--- src/rtl/ifetch_seq.sv ---
// Instruction fetch sequencer: four MSB-first nibble reads per 16-bit instruction, with a
// mem_req/mem_ack read port and an instr_valid/instr_ready hand-off. Optional macro: IFETCH_TIMEOUT_EN.
module ifetch_seq #(
  parameter int PC_W        = 12,
  parameter int TIMEOUT_CYC = 15
) (
  input  logic            clk,
  input  logic            reset_n,
  input  logic            run,
  output logic            mem_req,
  output logic [PC_W+1:0] mem_addr,
  input  logic            mem_ack,
  output logic [3:0]      ir_en,
  output logic [PC_W-1:0] pc,
  output logic            instr_valid,
  input  logic            instr_ready,
  input  logic            jump_en,
  input  logic [PC_W-1:0] jump_addr,
  output logic            fetch_err
);

  typedef enum logic [1:0] {
    S_IDLE,
    S_REQ,
    S_HOLD
`ifdef IFETCH_TIMEOUT_EN
    , S_ERR
`endif
  } state_t;

  state_t          state_q, state_d;
  logic [PC_W-1:0] pc_q, pc_d;
  logic [1:0]      nib_q, nib_d;

`ifdef IFETCH_TIMEOUT_EN
  localparam int CNT_W = $clog2(TIMEOUT_CYC + 1);
  localparam logic [CNT_W-1:0] CNT_MAX = CNT_W'(TIMEOUT_CYC);

  logic [CNT_W-1:0] cnt_q, cnt_d;
  logic [CNT_W-1:0] cnt_inc;

  assign cnt_inc = cnt_q + 1'b1;
`else
  // The timeout limit only matters when the counter exists; keep the parameter referenced.
  if (TIMEOUT_CYC < 1) begin : g_timeout_unused
  end
`endif

  always_ff @(posedge clk or negedge reset_n) begin
    if (!reset_n) begin
      state_q <= S_IDLE;
      pc_q    <= '0;
      nib_q   <= '0;
`ifdef IFETCH_TIMEOUT_EN
      cnt_q   <= '0;
`endif
    end else begin
      state_q <= state_d;
      pc_q    <= pc_d;
      nib_q   <= nib_d;
`ifdef IFETCH_TIMEOUT_EN
      cnt_q   <= cnt_d;
`endif
    end
  end

  always_comb begin
    state_d     = state_q;
    pc_d        = pc_q;
    nib_d       = nib_q;
    mem_req     = 1'b0;
    ir_en       = 4'b0000;
    instr_valid = 1'b0;
`ifdef IFETCH_TIMEOUT_EN
    // Held at zero outside REQ, so every entry into REQ starts a fresh count.
    cnt_d       = '0;
`endif
    case (state_q)
      S_IDLE: begin
        if (jump_en) pc_d = jump_addr;
        if (run) begin
          state_d = S_REQ;
          nib_d   = 2'd0;
        end
      end
      S_REQ: begin
        mem_req = 1'b1;
        if (mem_ack) begin
          ir_en = 4'b1000 >> nib_q;
          if (nib_q == 2'd3) begin
            state_d = S_HOLD;
            nib_d   = 2'd0;
          end else begin
            nib_d = nib_q + 2'd1;
          end
        end
`ifdef IFETCH_TIMEOUT_EN
        else begin
          cnt_d = cnt_inc;
          if (cnt_inc == CNT_MAX) state_d = S_ERR;
        end
`endif
      end
      S_HOLD: begin
        instr_valid = 1'b1;
        if (instr_ready) begin
          pc_d    = jump_en ? jump_addr : pc_q + 1'b1;
          state_d = run ? S_REQ : S_IDLE;
        end
      end
`ifdef IFETCH_TIMEOUT_EN
      S_ERR: begin
        if (!run) begin
          state_d = S_IDLE;
          nib_d   = 2'd0;
        end
      end
`endif
      default: state_d = S_IDLE;
    endcase
  end

  assign mem_addr = {pc_q, nib_q};
  assign pc       = pc_q;

`ifdef IFETCH_TIMEOUT_EN
  assign fetch_err = (state_q == S_ERR);
`else
  assign fetch_err = 1'b0;
`endif

endmodule

--- config.mk ---
export PLATFORM = sky130hd
export DESIGN_NAME = ifetch_seq
export DESIGN_NICKNAME = d
export VERILOG_FILES = /design/src/rtl/ifetch_seq.sv
export SDC_FILE = /design/constraint.sdc
export NUM_CORES = 1
export LEC_CHECK = 0
export ABC_AREA = 0
export CORE_UTILIZATION = 25
export DETAILED_ROUTE_END_ITERATION = 7
export GPL_TIMING_DRIVEN = 0
export PLACE_DENSITY_LB_ADDON = 0.25
export SYNTH_ARGS = -nofsm -noshare
export SYNTH_HDL_FRONTEND = slang
export SYNTH_SLANG_ARGS = --single-unit
--- constraint.sdc ---
create_clock -name clk -period 1.9 [get_ports clk]
set_input_delay 0.38 -clock clk [delete_from_list [all_inputs] [get_ports clk]]
set_output_delay 0.38 -clock clk [all_outputs]
set_load 0.02 [all_outputs]
### Word-level counts from Yosys, hierarchy flattened

Cells that the tools add are included.
W data, S select, Z words.

* bits in registers: 16
* input port bits: 18
* output and inout bits: 33
* logic and storage cells: 38

* add/subtract/negate cells: 2
* eq/ne operators: 8
* shift-type cells: 1
* mux-type cells: 18
* reduce and logical (&&, ||, !) cells: 6

Operator list (number)
* $mux W12: 3
* $pmux W12 S2: 1
* $mux W2: 7
* $add A12 B1 Y12 const B: 1
* $ne A2 B2 Y1 const B: 5
* $mux W4: 2
* $pmux W2 S3: 1
* $reduce_and A3 Y1: 2
* $eq A2 B2 Y1 const B: 2
* $pmux W2 S2: 1
* $reduce_and A4 Y1: 1
* $reduce_bool A2 Y1: 2
* $shr A4 B2 Y4 const A: 1
* $mux W1: 3
* $add A2 B1 Y2 const B: 1
* $eq A2 B1 Y1 const B: 1
* $logic_not A2 Y1: 1

### Depth between registers and ports, before layout

* depth after elaboration: 4
* mapped depth: 6
* depth with buffers taken out: 5

### Worst setup path before layout

OpenSTA, ideal clock, no wires.

* path kind: register -> output
* start point: register state_q[0]
* end point: output port ir_en[0]
* arrival: 1252 ps
* required time: 1520 ps
* slack: 268 ps
* stages on the path, launching flop included: 5
* buffers on the path: 1
* cell sequence: dfrtp_1 buf_6 inv_1 nor2_1 and3_1

* cells in the longest elaborated chain, start to end: 2

Ends and longest elaborated chain
* start, declared: RTL line 31 `state_t state_q, state_d;`
* start signal, assigned: RTL line 58 `state_q <= state_d;`
* $eq A2 B1 Y1: RTL line 78 `case (state_q)`
* $mux W4: RTL line 78
* end, declared: RTL line 13 `output logic [3:0] ir_en,`

Every way passes these cells.

### Worst setup path after layout

* start point: input port jump_en
* end point: register pc_q[9] (netlist: pc[9])

* cells in the longest elaborated chain, start to end: 3
* elaborated cells between the ends (all ways): 5
* those cells by class: 1 x eq/ne; 3 x mux; 1 x reduce/logical

Ends and longest elaborated chain
* start, declared: RTL line 17 `input logic jump_en,`
* $mux W12: RTL line 107 `pc_d = jump_en ? jump_addr : pc_q + 1'b1;`
* $mux W12: RTL line 106 `if (instr_ready) begin`
* $pmux W12 S2: RTL line 78
* end signal, assigned: RTL line 59 `pc_q <= pc_d;`
* end, declared: RTL line 32 `logic [PC_W-1:0] pc_q, pc_d;`

Several ways; a longest one is shown, not always the timed one. The select of a mux whose other input is x is not followed.
A chain may end at the register's enable or synchronous reset.

==> results <==
- The final critical delay including setup and external delays is 1.84 ns.
- Across the routed clock network, the largest skew measured is 0.00179 ns.
- The remaining global-route overflow is 0.
- Headroom to the max-slew limit came out at 0.506.
- The HPWL after detailed placement is 2.18 mm.
- The library cell used as clock root buffer is sky130_fd_sc_hd__clkbuf_8.
- The peak fanout along the critical path is 10.
- The pin slew with the least headroom to its limit is 0.739 ns.
- The buffers inserted during post-CTS setup optimization is 0.
- TritonCTS built the clock tree.
- In the global route stage, overall resource usage came out at 0.120.
- After synthesis the cells add up to 1160 µm².
- The wire length per cell is 12.0 µm.
- The number of global-route vias before repair is 1,012.
- The worst setup path is of the in2reg kind.
- The static leakage power is 0.750 nW.
- The utilization after layout is 0.394.
- Setup violations remaining at the end of the flow were counted as 0.
- The clock net in this run drives a total of 16 sinks.
- The clock reaches the later pin of the worst-skew pair after 0.24 ns.
- The launch instance of the worst register-to-register path is state_q[0].
- The finished cells cover 1740 µm².
- The cell area after placement is 1710 µm².
- The area share of the largest cell type after synthesis is 0.346.
- The classification of the worst-slack hold path is in2async.
- The routed wire length is 2.91 mm.
- The count of buffers added on input and output ports is 49.
- The total vias in the final route is 1,130.
- The number of register bits inferred by synthesis is 16.
- The element type at the critical path start is an input port.
- The number of clock buffers inserted by TritonCTS is 3.
- The post-synthesis sequential area ratio is 0.346.
- The largest area contributor in the synthesized netlist is sky130_fd_sc_hd__dfrtp_1.
- Counting every net in the synthesized netlist gives 161.
- Ranked by total cell area, the synthesized netlist is headed by sky130_fd_sc_hd__dfrtp_1 35%, sky130_fd_sc_hd__buf_4 9.1%, sky130_fd_sc_hd__ha_1 5.4%.
- The pin count of the biggest net entering global routing is 17.
- The H-tree depth is 1.
- Of the cells placed in the final design, the portion with a size suffix greater than 1 is 0.189.
- The first TritonRoute pass finished after 4 iterations.
- The arrival time of the worst setup path is 1.96 ns.
- Counting distinct cell types in the post-synthesis netlist gives 41.
- Tracing the worst setup path back leads to its startpoint at jump_en.
- The number of warnings printed during yosys synthesis is 0.
- The initial utilization of the core area, before any placement, comes to 0.262.
- Setup repair after global routing could not meet its margin everywhere.
- The remaining routing DRC violations is 0.
- After technology mapping, the gate count stands at 138.
- The area growth from synthesis to layout is 50.5%.
- The number of diodes added for antenna fixing is 0.
- The worst setup path is captured at a register.
- The average cell area after synthesis is 8.38 µm².
- The overall die width is 70.0 µm.
- Clock-pin slew was measured on the worst setup and hold paths at 0.06 ns.
- For this design the top-level I/O count stands at 51.
- The required time of the worst setup path is 2.02 ns.
- Summed over all failing endpoints, the final setup total negative slack is 0 ns.
- The weighted congestion reported at the end of routability-driven placement is 0.778.
- The residual antenna-violating net count after detailed routing is 0.
- For this design the ratio of total power to cell area is 1520 nW/µm².
- The die is 70.0 µm tall.
- Based on the critical path, the design can be clocked at up to 543 MHz.
- In the finished design, the share of the clock period the worst path needs comes to 0.969.
- The wire length of the first global-routing pass is 4.81 mm.
- The area of the die is 4900 µm².
- The layout net count is 215.
- The fill cell total of the finished layout is 464.
- Row generation in the floorplan step produced 24 rows.
- The average vias per placed instance is 4.67.
- The count of final max-slew check failures is 0.
- Across the VDD grid, the largest voltage drop is 0.510 mV.
- The number of design-rule violations left by the first detailed-router iteration is 45.
- Max-cap violations in this run came to 0.
- The run finished with clean final reports.
- The number of endpoints with negative hold slack in the final report came to 0.
- The number of antenna violations at the first check in global routing came to 0.
- The placeable core region is 4410 µm².
- Counting along the longest clock path gives a buffer depth of 2.
report_power, final:
group | switching, mW | internal, mW | total, mW
logic | 0.804 | 0.863 | 1.67
registers | 0.227 | 0.496 | 0.723
clock network | 0.112 | 0.140 | 0.252
total | 1.14 | 1.50 | 2.64
sequential cells by signal (all words and copies together), names as in the netlist:
signal	cells
state_q	2
nib_q	2
pc	12
placed cells by master, fill, tap and decap left out, drive strengths merged, types with 2 or more instances in the layout:
cell / synthesis / routed
clkdlybuf4s50: 0 / 43
buf: 19 / 19
dfrtp: 16 / 16
o21ai: 12 / 12
nand2: 10 / 10
nand3: 9 / 9
nor2: 9 / 9
inv: 8 / 8
a21oi: 8 / 8
clkbuf: 1 / 8
ha: 5 / 5
and3: 4 / 4
nor3: 4 / 4
o22ai: 3 / 3
a22oi: 3 / 3
or3: 3 / 3
a31oi: 2 / 2
a22o: 2 / 2
a2bb2oi: 2 / 2
dlygate4sd2: 0 / 2
critical path: stages:
cell	delay, ns
sky130_fd_sc_hd__clkdlybuf4s50_1	0.46
sky130_fd_sc_hd__or3b_1	0.39
sky130_fd_sc_hd__clkbuf_2	0.17
sky130_fd_sc_hd__buf_2	0.20
sky130_fd_sc_hd__a311oi_2	0.26
sky130_fd_sc_hd__nor3_1	0.09
worst paths after layout:
check                               to  slack (ns)  cells after the start
max in group asynchronous        pc[2]        0.82                      1
worst max register to register   pc[9]        0.20                      6
worst max-delay path             pc[9]        0.06                      6
worst min register to register  pc[11]        0.60                      1
worst min-delay path             pc[5]        0.58                      1
min in group clk                pc[11]        0.60                      1
cells in the mapped netlist:
cell type	count
sky130_fd_sc_hd__or3_1	3
sky130_fd_sc_hd__nand2_1	10
sky130_fd_sc_hd__nand3_1	8
sky130_fd_sc_hd__o21ai_0	11
sky130_fd_sc_hd__nor3_1	4
sky130_fd_sc_hd__o21ai_1	1
sky130_fd_sc_hd__a2bb2oi_1	2
sky130_fd_sc_hd__conb_1	1
sky130_fd_sc_hd__a311oi_1	1
sky130_fd_sc_hd__nor3b_2	1
sky130_fd_sc_hd__dfrtp_1	16
sky130_fd_sc_hd__or3b_1	1
sky130_fd_sc_hd__buf_6	1
sky130_fd_sc_hd__and2_1	1
sky130_fd_sc_hd__clkbuf_2	1
sky130_fd_sc_hd__o21bai_1	1
sky130_fd_sc_hd__nand4_1	1
sky130_fd_sc_hd__or2_2	1
sky130_fd_sc_hd__a32o_1	1
sky130_fd_sc_hd__a31o_2	1
sky130_fd_sc_hd__nand3_2	1
sky130_fd_sc_hd__o2bb2ai_1	1
sky130_fd_sc_hd__a31oi_1	2
sky130_fd_sc_hd__a21oi_1	7
sky130_fd_sc_hd__a22oi_1	3
sky130_fd_sc_hd__a21o_1	1
sky130_fd_sc_hd__o22ai_1	3
sky130_fd_sc_hd__inv_1	8
sky130_fd_sc_hd__a21oi_2	1
sky130_fd_sc_hd__nor2_1	9
sky130_fd_sc_hd__buf_2	4
sky130_fd_sc_hd__nand3b_1	1
sky130_fd_sc_hd__a22o_1	2
sky130_fd_sc_hd__and3_1	4
sky130_fd_sc_hd__buf_4	14
sky130_fd_sc_hd__or4_4	1
sky130_fd_sc_hd__o21a_1	1
sky130_fd_sc_hd__ha_1	5
sky130_fd_sc_hd__mux2i_1	1
sky130_fd_sc_hd__nor4_1	1
sky130_fd_sc_hd__nor2b_1	1
logic make-up (layout without fill, tap and decap cells):
group / count (synthesis) / in the layout / share of synthesized area
compound gates: 39 / 39 / 0.218
buf+inv: 28 / 80 / 0.148
fa+ha+maj: 5 / 5 / 0.0541
other cells: 1 / 1 / 0.00324
mux: 1 / 1 / 0.00866
simple gates: 48 / 48 / 0.222
flops: 16 / 16 / 0.346
layer usage:
metal / wire (µm) / up-vias / GRT usage
met5: 0 / - / 0
met4: 16 / 0 / 0.0333
met2: 1250 / 41 / 0.181
met1: 1480 / 508 / 0.172
li1: - / 579 / -
met3: 174 / 2 / 0.0289
per-stage QoR:
stage / hold slack (ns) / power [mW] / std cells / setup WS (ns)
3_3_place_gp: 0.582 / 2.41 / 239 / -0.295
2_1_floorplan: 0.0844 / 1.67 / 138 / 0.268
6_report: 0.576 / 2.64 / 242 / 0.0585
3_5_place_dp: 0.578 / 2.42 / 239 / -0.273
4_1_cts: 0.600 / 2.66 / 242 / 0.0150
5_1_grt: 0.623 / 2.83 / 242 / -0.0247
area by class of cell:
| type | instances | area [µm²] | share of cell area |
|---|---|---|---|
| tap | 52 | 65.1 | 0.0374 |
| inverter | 8 | 30.0 | 0.0173 |
| sequential | 16 | 402 | 0.231 |
| timing repair buffer | 49 | 468 | 0.269 |
| clock buffer | 3 | 41.3 | 0.0237 |
| multi-input combinational | 94 | 593 | 0.341 |
| buffer | 20 | 141 | 0.0812 |
timing repair:
action | 4_1_cts | 5_1_grt
endpoints found under the setup margin | 6 | 9
hold buffers | 0 | 0
resized for setup | 8 | 9
Note: power is estimated with default switching activity, not from simulation.
